File: config.mk
export PLATFORM = sky130hd
export DESIGN_NAME = rf_dumper
export DESIGN_NICKNAME = d
export VERILOG_FILES = /design/src/rtl/rf_dumper_pkg.sv /design/src/rtl/rf_dumper.sv
export SDC_FILE = /design/constraint.sdc
export NUM_CORES = 1
export LEC_CHECK = 0
export BUFFER_PORTS_ARGS = -buffer_cell sky130_fd_sc_hd__buf_2
export CORE_UTILIZATION = 40
export DETAILED_ROUTE_END_ITERATION = 10
export GPL_TIMING_DRIVEN = 0
export HOLD_SLACK_MARGIN = 0.1
export PLACE_DENSITY_LB_ADDON = 0.12
export RECOVER_POWER = 50
export SLEW_MARGIN = 5
export SYNTH_ARGS = -nofsm -noshare
export SYNTH_HDL_FRONTEND = slang
export SYNTH_SLANG_ARGS = --single-unit
File: constraint.sdc
create_clock -name clk -period 5.4 [get_ports clk]
set_clock_uncertainty 0.1 [all_clocks]
set_input_delay 1.08 -clock clk [delete_from_list [all_inputs] [get_ports clk]]
set_output_delay 1.08 -clock clk [all_outputs]
set_load 0.005 [all_outputs]
File: src/rtl/rf_dumper_pkg.sv
// Shared widths and state encoding for the register-file dump sequencer.
package rf_dumper_pkg;

  localparam int unsigned RF_DATA_WIDTH = 32;
  localparam int unsigned RF_ADDR_WIDTH = 5;

  typedef enum logic [1:0] {
    ST_IDLE = 2'd0,
    ST_READ = 2'd1,
    ST_SEND = 2'd2,
    ST_DONE = 2'd3
  } dump_state_e;

endpackage

File: src/rtl/rf_dumper.sv
// Walks every register-file address on one read port and streams (addr, data)
// beats over a valid/ready channel; abortable, single done pulse at the end.
module rf_dumper
  import rf_dumper_pkg::*;
#(
  parameter int unsigned DATA_WIDTH = RF_DATA_WIDTH,
  parameter int unsigned ADDR_WIDTH = RF_ADDR_WIDTH
) (
  input  logic                  clk,
  input  logic                  resetn,
  input  logic                  start,
  input  logic                  abort,
  output logic                  busy,
  output logic                  done,
  output logic [ADDR_WIDTH-1:0] rf_raddr,
  input  logic [DATA_WIDTH-1:0] rf_rdata,
  output logic                  out_valid,
  input  logic                  out_ready,
  output logic [ADDR_WIDTH-1:0] out_addr,
  output logic [DATA_WIDTH-1:0] out_data,
  output logic                  out_last
);

  localparam logic [ADDR_WIDTH-1:0] LAST_ADDR = '1;

  dump_state_e           state_q, state_d;
  logic [ADDR_WIDTH-1:0] cnt_q, cnt_d;
  logic [ADDR_WIDTH-1:0] addr_q, addr_d;
  logic [DATA_WIDTH-1:0] data_q, data_d;
  logic                  last_q, last_d;
  logic                  busy_q, busy_d;
  logic                  done_q, done_d;
  logic                  valid_q, valid_d;

  // Next-state, counter and beat capture; outputs follow the next state so they register cleanly.
  always_comb begin
    state_d = state_q;
    cnt_d   = cnt_q;
    addr_d  = addr_q;
    data_d  = data_q;
    last_d  = last_q;

    case (state_q)
      ST_IDLE: begin
        if (start) begin
          state_d = ST_READ;
          cnt_d   = '0;
        end
      end
      ST_READ: begin
        if (abort) begin
          state_d = ST_IDLE;
          cnt_d   = '0;
        end else begin
          data_d  = rf_rdata;
          addr_d  = cnt_q;
          last_d  = (cnt_q == LAST_ADDR);
          state_d = ST_SEND;
        end
      end
      ST_SEND: begin
        // abort wins over a handshake in the same cycle
        if (abort) begin
          state_d = ST_IDLE;
          cnt_d   = '0;
        end else if (out_ready) begin
          if (cnt_q == LAST_ADDR) begin
            state_d = ST_DONE;
            cnt_d   = '0;
          end else begin
            state_d = ST_READ;
            cnt_d   = cnt_q + ADDR_WIDTH'(1);
          end
        end
      end
      ST_DONE: begin
        state_d = ST_IDLE;
      end
      default: begin
        state_d = ST_IDLE;
        cnt_d   = '0;
      end
    endcase

    busy_d  = (state_d == ST_READ) || (state_d == ST_SEND);
    valid_d = (state_d == ST_SEND);
    done_d  = (state_d == ST_DONE);
  end

  // State, counter and registered outputs.
  always_ff @(posedge clk or negedge resetn) begin
    if (!resetn) begin
      state_q <= ST_IDLE;
      cnt_q   <= '0;
      addr_q  <= '0;
      data_q  <= '0;
      last_q  <= 1'b0;
      busy_q  <= 1'b0;
      done_q  <= 1'b0;
      valid_q <= 1'b0;
    end else begin
      state_q <= state_d;
      cnt_q   <= cnt_d;
      addr_q  <= addr_d;
      data_q  <= data_d;
      last_q  <= last_d;
      busy_q  <= busy_d;
      done_q  <= done_d;
      valid_q <= valid_d;
    end
  end

  assign busy      = busy_q;
  assign done      = done_q;
  assign rf_raddr  = cnt_q;
  assign out_valid = valid_q;
  assign out_addr  = addr_q;
  assign out_data  = data_q;
  assign out_last  = last_q;

endmodule

==> metrics, run 1 <==
die area=around 0.0050 sq mm; Nets=between 200 and 300; Final Hold Fails=0; post-route antenna net violation count=0; violated checks=design-rule violations, max-capacitance violations, max-slew violations; syn avg cell area=15.72 sq um; most common cell after layout, fill and taps aside=buf_2; worst hold path type=reg -> reg; Worst Hold End=out_data[4]; Critical Path End Type=asynchronous set/reset pin; pwr dens=402.9 mW/mm^2; # H-tree levels=2; Sw Ratio=0.2662; gpl congestion=around 0.86; setup violators final=0; Setup TNS=0 ns; Syn Inst Count=120; Core ar.=0.004444 sq mm; # resized after CTS=0; Die Y=70.68 um; clk_lat worst skew=0.29 ns; CP Class=in -> async; Rows=24; Clock power frac=0.218; Synth cell types=23; synthesis-stage register bit count=48; CP max stage cell=clkbuf_1; Register Area=roughly 0.0012 sq mm; worst-margin pin slew=around 2.5 ns; net switching power=261.2 uW; hold path depth=1; Port Buf Inserts=82; worst hold start=out_data[4]; Critical Path AT=around 2.9 ns; Starting Density=0.4245; vias in the first global route=between 1000 and 1500; Mapped Area=~0.0019 sq mm; worst r2r src=rf_raddr[0]; CTS tree=yes; final cell count without fillers=between 200 and 300; minimum clock period=3.070 ns; r2r endpoint=busy; TritonCTS Sinks=between 40 and 50; Critical Path Source Type=input pin; outcome=complete, but fails checks; RSZ-0062 raised after global routing=no; Warnings, synthesis=0; largest family of logic cells by synthesized area=multiplexers; Detail Placement HPWL=2631 um; Filler cells=a little over 400; first-pass iteration count of the detailed router=7; postcts setup bufs=0; Simple-Gate Fraction of Synth Area=0.05172; All-Layer GR Usage=0.1590; total gr overflow=0; clk buf depth=2; Reg clk slew, reported paths=0.08 ns; Die Wd=~71 um; Post-Place Cells=approximately 250; drt initial violations=91; xor/xnor share of the synthesized area=0; Internal Power=719.8 uW; routed vias=1315; Rel. slew slack=-0.6661; root buf cell=clkbuf_8; Peak Freq=between 300 and 400 MHz; vias per cell=roughly 5; Max Cap Viol=1; Multi-input gate area=653.1 sq um; Reg2Reg Setup Slack=between 3 and 4 ns; Max Slew Vio Count=roughly 50; most frequent cells in the layout=buf_2, dfrtp_1, mux2_2, clkbuf_1, clkbuf_8; sequential-to-total area share from yosys stat=0.6366; Area Overhead vs Synth=29.05%; CP cell instances=clkbuf_1; Comb power frac=0.262; Worst R2R Path Depth=6; largest net degree at the start of global routing=49; peak supply drop=204.1 uV; first-pass GRT wire length=between 5000 and 6000 um; number of antenna violations at the first check in global routing=0; Wirelength per Cell=between 10 and 15 um; Static Leak=between 1 and 1.5 nW; Syn Nets=~160; DR DRC count=14; worst-path fanout max=between 40 and 50; Flop pwr share=0.520; Routed WL=approximately 3600 um; Final Cycle Share=0.5686; CP peak stage delay=approximately 1.7 ns; CP Data Required Time=just over 5 ns; share of post-route cells with drive strength above 1=0.5667; TritonCTS buffer count=5; Hold-fix buffers, CTS=0; mux share of post-synthesis cell area=0.2328; adder-cell area share of the yosys netlist=0.02653; Diodes inserted=0; Compound-Gate Fraction of Synth Area=0.03780; WP buf/inv=1; I/O pins=83; kind of cell adding the most delay to the critical path=buffers and inverters
routing by layer:
layer / vias to the layer above / GRT usage / routed length (um)
met2: 71 / 0.2468 / 1761
met5: - / 0 / 0
met4: 0 / 0.07333 / 53
met3: 6 / 0.06553 / 283
li1: 603 / - / -
met1: 635 / 0.1944 / 1551
cells in the mapped netlist, drive strengths merged:
cell | instances | area (sq um)
a21o | 1 | 7.510
ha | 4 | 50.05
and4b | 1 | 10.01
and2 | 1 | 6.260
nor3b | 2 | 25.02
mux2 | 39 | 439.2
nor3 | 1 | 5.000
inv | 2 | 7.510
dfrtp | 48 | 1201
a211o | 1 | 8.760
a21oi | 2 | 10.01
or3b | 1 | 8.760
o221ai | 1 | 8.760
o21ai | 2 | 10.01
buf | 4 | 20.02
o2bb2ai | 1 | 8.760
and3 | 1 | 6.260
nand3 | 1 | 5.000
nor2 | 1 | 3.750
nor4b | 1 | 8.760
a22o | 2 | 17.52
nand2b | 3 | 18.77
metrics by stage:
stage | setup slack (ns) | hold slack (ns) | instance area [sq um] | power (mW) | utilization
6_report | 2.330 | 0.3949 | 2435 | 0.9810 | 0.5479
5_1_grt | 1.779 | 0.4207 | 2435 | 1.053 | 0.5479
4_1_cts | 3.234 | 0.3987 | 2452 | 1.001 | 0.5518
3_5_place_dp | 2.932 | 0.3781 | 2362 | 0.7837 | 0.5315
3_3_place_gp | 2.953 | 0.3669 | 2362 | 0.7686 | 0.5315
2_1_floorplan | 3.303 | 0.3828 | 1887 | 0.6397 | -
cell families after synthesis:
group	count (synthesis)
multiplexers	39
AO/OA/AOI/OAI	10
flip-flops	48
buffers and inverters	6
AND/OR/NAND/NOR	13
adder cells (fa/ha/maj)	4
area by class of cell:
cell class                      instances  share of cell area
Clock buffer                            8             0.03700
Sequential cell                        48              0.4933
Inverter                                2            0.003083
Tap cell                               52             0.02672
Buffer                                  4            0.007708
Timing Repair Buffer                   82              0.1639
Multi-Input combinational cell         66              0.2682
worst max-delay path by stage:
stage / from / slack, ns / cells after the start / endpoint
2_1_floorplan: abort / 3.30 / 4 / busy
3_3_place_gp: abort / 2.95 / 5 / busy
3_5_place_dp: abort / 2.93 / 5 / busy
4_1_cts: abort / 3.23 / 5 / busy
5_1_grt: resetn / 1.78 / 1 / out_data[18]
6_report: resetn / 2.33 / 1 / out_data[18]
power by group through the flow:
| stage | combinational, mW | sequential (mW) | clock [mW] |
|---|---|---|---|
| floorplan | 0.113 | 0.527 | 0 |
| global placement | 0.258 | 0.511 | 0 |
| detailed placement | 0.266 | 0.518 | 0 |
| CTS | 0.266 | 0.512 | 0.223 |
| global route | 0.283 | 0.526 | 0.243 |
| finish | 0.257 | 0.511 | 0.214 |
sequential cells by signal, indices dropped and copies added, names as in the netlist:
signal / cells
out_data: 32
out_addr: 5
rf_raddr: 5
state_q: 2
busy: 1
done: 1
out_last: 1
out_valid: 1
Note: power is estimated with default switching activity, not from simulation.
==> run 2: changes to the inputs <==
--- a/config.mk
+++ b/config.mk
@@ -5,6 +5,7 @@
 export SDC_FILE = /design/constraint.sdc
 export NUM_CORES = 1
 export LEC_CHECK = 0
+export ABC_AREA = 1
 export BUFFER_PORTS_ARGS = -buffer_cell sky130_fd_sc_hd__buf_2
 export CORE_UTILIZATION = 40
 export DETAILED_ROUTE_END_ITERATION = 10
==> constraint.sdc (replaced) <==
create_clock -name clk -period 2.6 [get_ports clk]
set_clock_uncertainty 0.1 [all_clocks]
set_input_delay 0.52 -clock clk [delete_from_list [all_inputs] [get_ports clk]]
set_output_delay 0.52 -clock clk [all_outputs]
set_load 0.005 [all_outputs]
==> metrics, run 2 <==
clk_lat worst skew=0.29 ns (about the same); r2r endpoint=busy; vias in the first global route=1534 (+20%); Final Hold Fails=0 (unchanged); Max Cap Viol=0 (-1); TritonCTS Sinks=48 (unchanged); sequential-to-total area share from yosys stat=0.6023 (-0.03435); Setup TNS=0 ns (unchanged); share of post-route cells with drive strength above 1=0.2926 (-0.2741); cell taking the most area after synthesis=dfrtp_1; Static Leak=1.504 nW (+21%); Syn Inst Count=221 (+84%); routed vias=1635 (+24%); Synth top area share=0.6023 (-0.03435); Die Y=72.61 um (+2.7%); worst-margin pin slew=1.162 ns (-1.337 ns); RSZ-0062 raised after global routing=no; Peak Freq=~550 MHz; total gr overflow=0 (unchanged); Port Buf Inserts=82 (unchanged); Nets=351 (+40%); clk buf depth=2 (unchanged); root buf cell=clkbuf_8; Worst R2R Path Depth=7 (+1); worst r2r src=rf_raddr[1]; Hold-fix buffers, CTS=0 (unchanged); Critical Path End Type=flip-flop; Reg clk slew, reported paths=0.08 ns (about the same); largest net degree at the start of global routing=49 (unchanged); # resized after CTS=0 (unchanged); Starting Density=0.4195 (-0.005076); Syn Nets=262 (+63%); Area Overhead vs Synth=27.35%; Register Area=0.001201 sq mm (unchanged); Reg2Reg Setup Slack=0.78 ns (-2.63 ns); Rel. slew slack=0.2251 (+0.8912); postcts setup bufs=0 (unchanged); first-pass iteration count of the detailed router=4 (-3); setup ws final=0.7797 ns (-1.550 ns); Die Wd=72.61 um (+2.7%); Post-synth EDFFs=0 (unchanged); worst-path fanout max=6 (-88%); synthesis-stage register bit count=48 (unchanged); most common cell after layout, fill and taps aside=buf_2; die area=0.005272 sq mm (+5.5%); Warnings, synthesis=0 (unchanged); fin util=0.5342 (-0.01365); DR DRC count=0 (-14); drt initial violations=61 (-33%); peak supply drop=462.4 uV (+130%); Diodes inserted=0 (unchanged); first-pass GRT wire length=6720 um (+13%); Synth area leaders=dfrtp_1, nand2_1, inv_1; Detail Placement HPWL=2875 um (+9.3%); Final Cycle Share=0.7001; critical path capture point=busy; minimum clock period=1.820 ns; TritonCTS buffer count=5 (unchanged); Critical Path Source Type=flip-flop; pwr dens=920.9 mW/mm^2 (+130%); Multi-input gate area=549.3 sq um (-16%); Mapped Area=0.001994 sq mm (+5.7%); All-Layer GR Usage=0.1676 (+0.008584); Max Slew Vio Count=0 (-100%); outcome=finished, final reports clean; Critical Path AT=1.90 ns (-0.95 ns); setup violators final=0 (unchanged); grt met2 use=0.2679 (+0.02112); Top FF cell, synth=dfrtp_1; CTS tree=yes; vias per cell=4.325 (-14%); gpl congestion=0.7687 (-10%); GRT busiest layer=met2; Routed WL=4002 um (+9.7%); synth cell count leaders=nand2_1, dfrtp_1, inv_1, o21ai_0, o21ai_1; I/O pins=83 (unchanged); Rows=25 (+4.2%); CP Launch Point=rf_raddr[1]; # H-tree levels=2 (unchanged); Filler cells=492 (+22%); most frequent cells in the layout=buf_2, nand2_1, dfrtp_1, inv_1, o21ai_0; syn avg cell area=9.024 sq um (-43%); CP Class=reg -> reg; Wirelength per Cell=10.59 um (-24%); met1 usage=0.2121 (+0.01778); post-route antenna net violation count=0 (unchanged); top-count cell post-synth=nand2_1; Place WS=0.7837 ns (-2.148 ns); asr flop ratio synth=1.000 (unchanged); max reg flops=32 (unchanged); Core ar.=0.004755 sq mm (+7.0%); worst hold path type=in -> async; Synth cell types=17 (-26%); grt met3 use=0.05110 (-0.01442); number of antenna violations at the first check in global routing=0 (unchanged); CP Data Required Time=2.68 ns (-2.50 ns)
==> run 2: cells by family (layout without fill, tap and decap cells) <==
logic type	count (synthesis)	after routing	synth area share
AOI/OAI and AO/OA	43	43	0.1098
buffers and inverters	54	144	0.1148
DFF	48	48	0.6023
adders and majority gates	4	4	0.02510
and+or+nand+nor	72	72	0.1481
==> run 2: routing by layer <==
| layer | vias to the layer above | wire (um) |
|---|---|---|
| met2 | 54 | 1780 |
| met3 | 5 | 292 |
| li1 | 849 | - |
| met4 | 0 | 61 |
| met1 | 727 | 1868 |
| met5 | - | 0 |
==> run 2: layout make-up <==
cell class	instances	share of cell area
Inverter	46	0.06798
Sequential cell	48	0.4729
Multi-Input combinational cell	119	0.2163
Timing Repair Buffer	82	0.1616
Clock buffer	8	0.03547
Buffer	8	0.01281
Tap cell	67	0.03300
==> run 2: power breakdown <==
part           switching [mW]  internal [mW]  leakage (nW)  total (mW)
clock network           0.226          0.217        0.0455       0.443
logic                   0.414          0.338         0.840       0.752
registers               0.129           1.01         0.618        1.14
total                   0.770           1.57          1.50        2.34
==> run 2: worst min-delay path by stage <==
stage	startpoint	endpoint	slack (ns)	depth (start not counted)
global route	rf_rdata[29]	out_data[29]	0.35	3
floorplan	resetn	busy	0.12	0
detailed placement	out_data[21]	out_data[21]	0.37	2
CTS	rf_rdata[30]	out_data[30]	0.34	3
finish	resetn	out_data[8]	0.35	1
global placement	out_data[27]	out_data[27]	0.36	2
==> run 2: metrics by stage <==
stage	power [mW]	std cells	hold WS [ns]	area [sq um]
after floorplan	1.579	221	0.1244	1994
after detailed placement	1.968	370	0.3679	2489
after CTS	2.418	378	0.3367	2579
after global placement	1.950	370	0.3616	2489
final	2.339	378	0.3480	2540
after global routing	2.568	378	0.3494	2540
==> run 2: critical path, cell delays in order (launching register included) <==
cell and delay, ns:
dfrtp_1 0.44, ha_1 0.21, nand2_1 0.08, nor2_1 0.10, ha_1 0.20, nor2_1 0.07
o21ai_0 0.24, ha_1 0.27
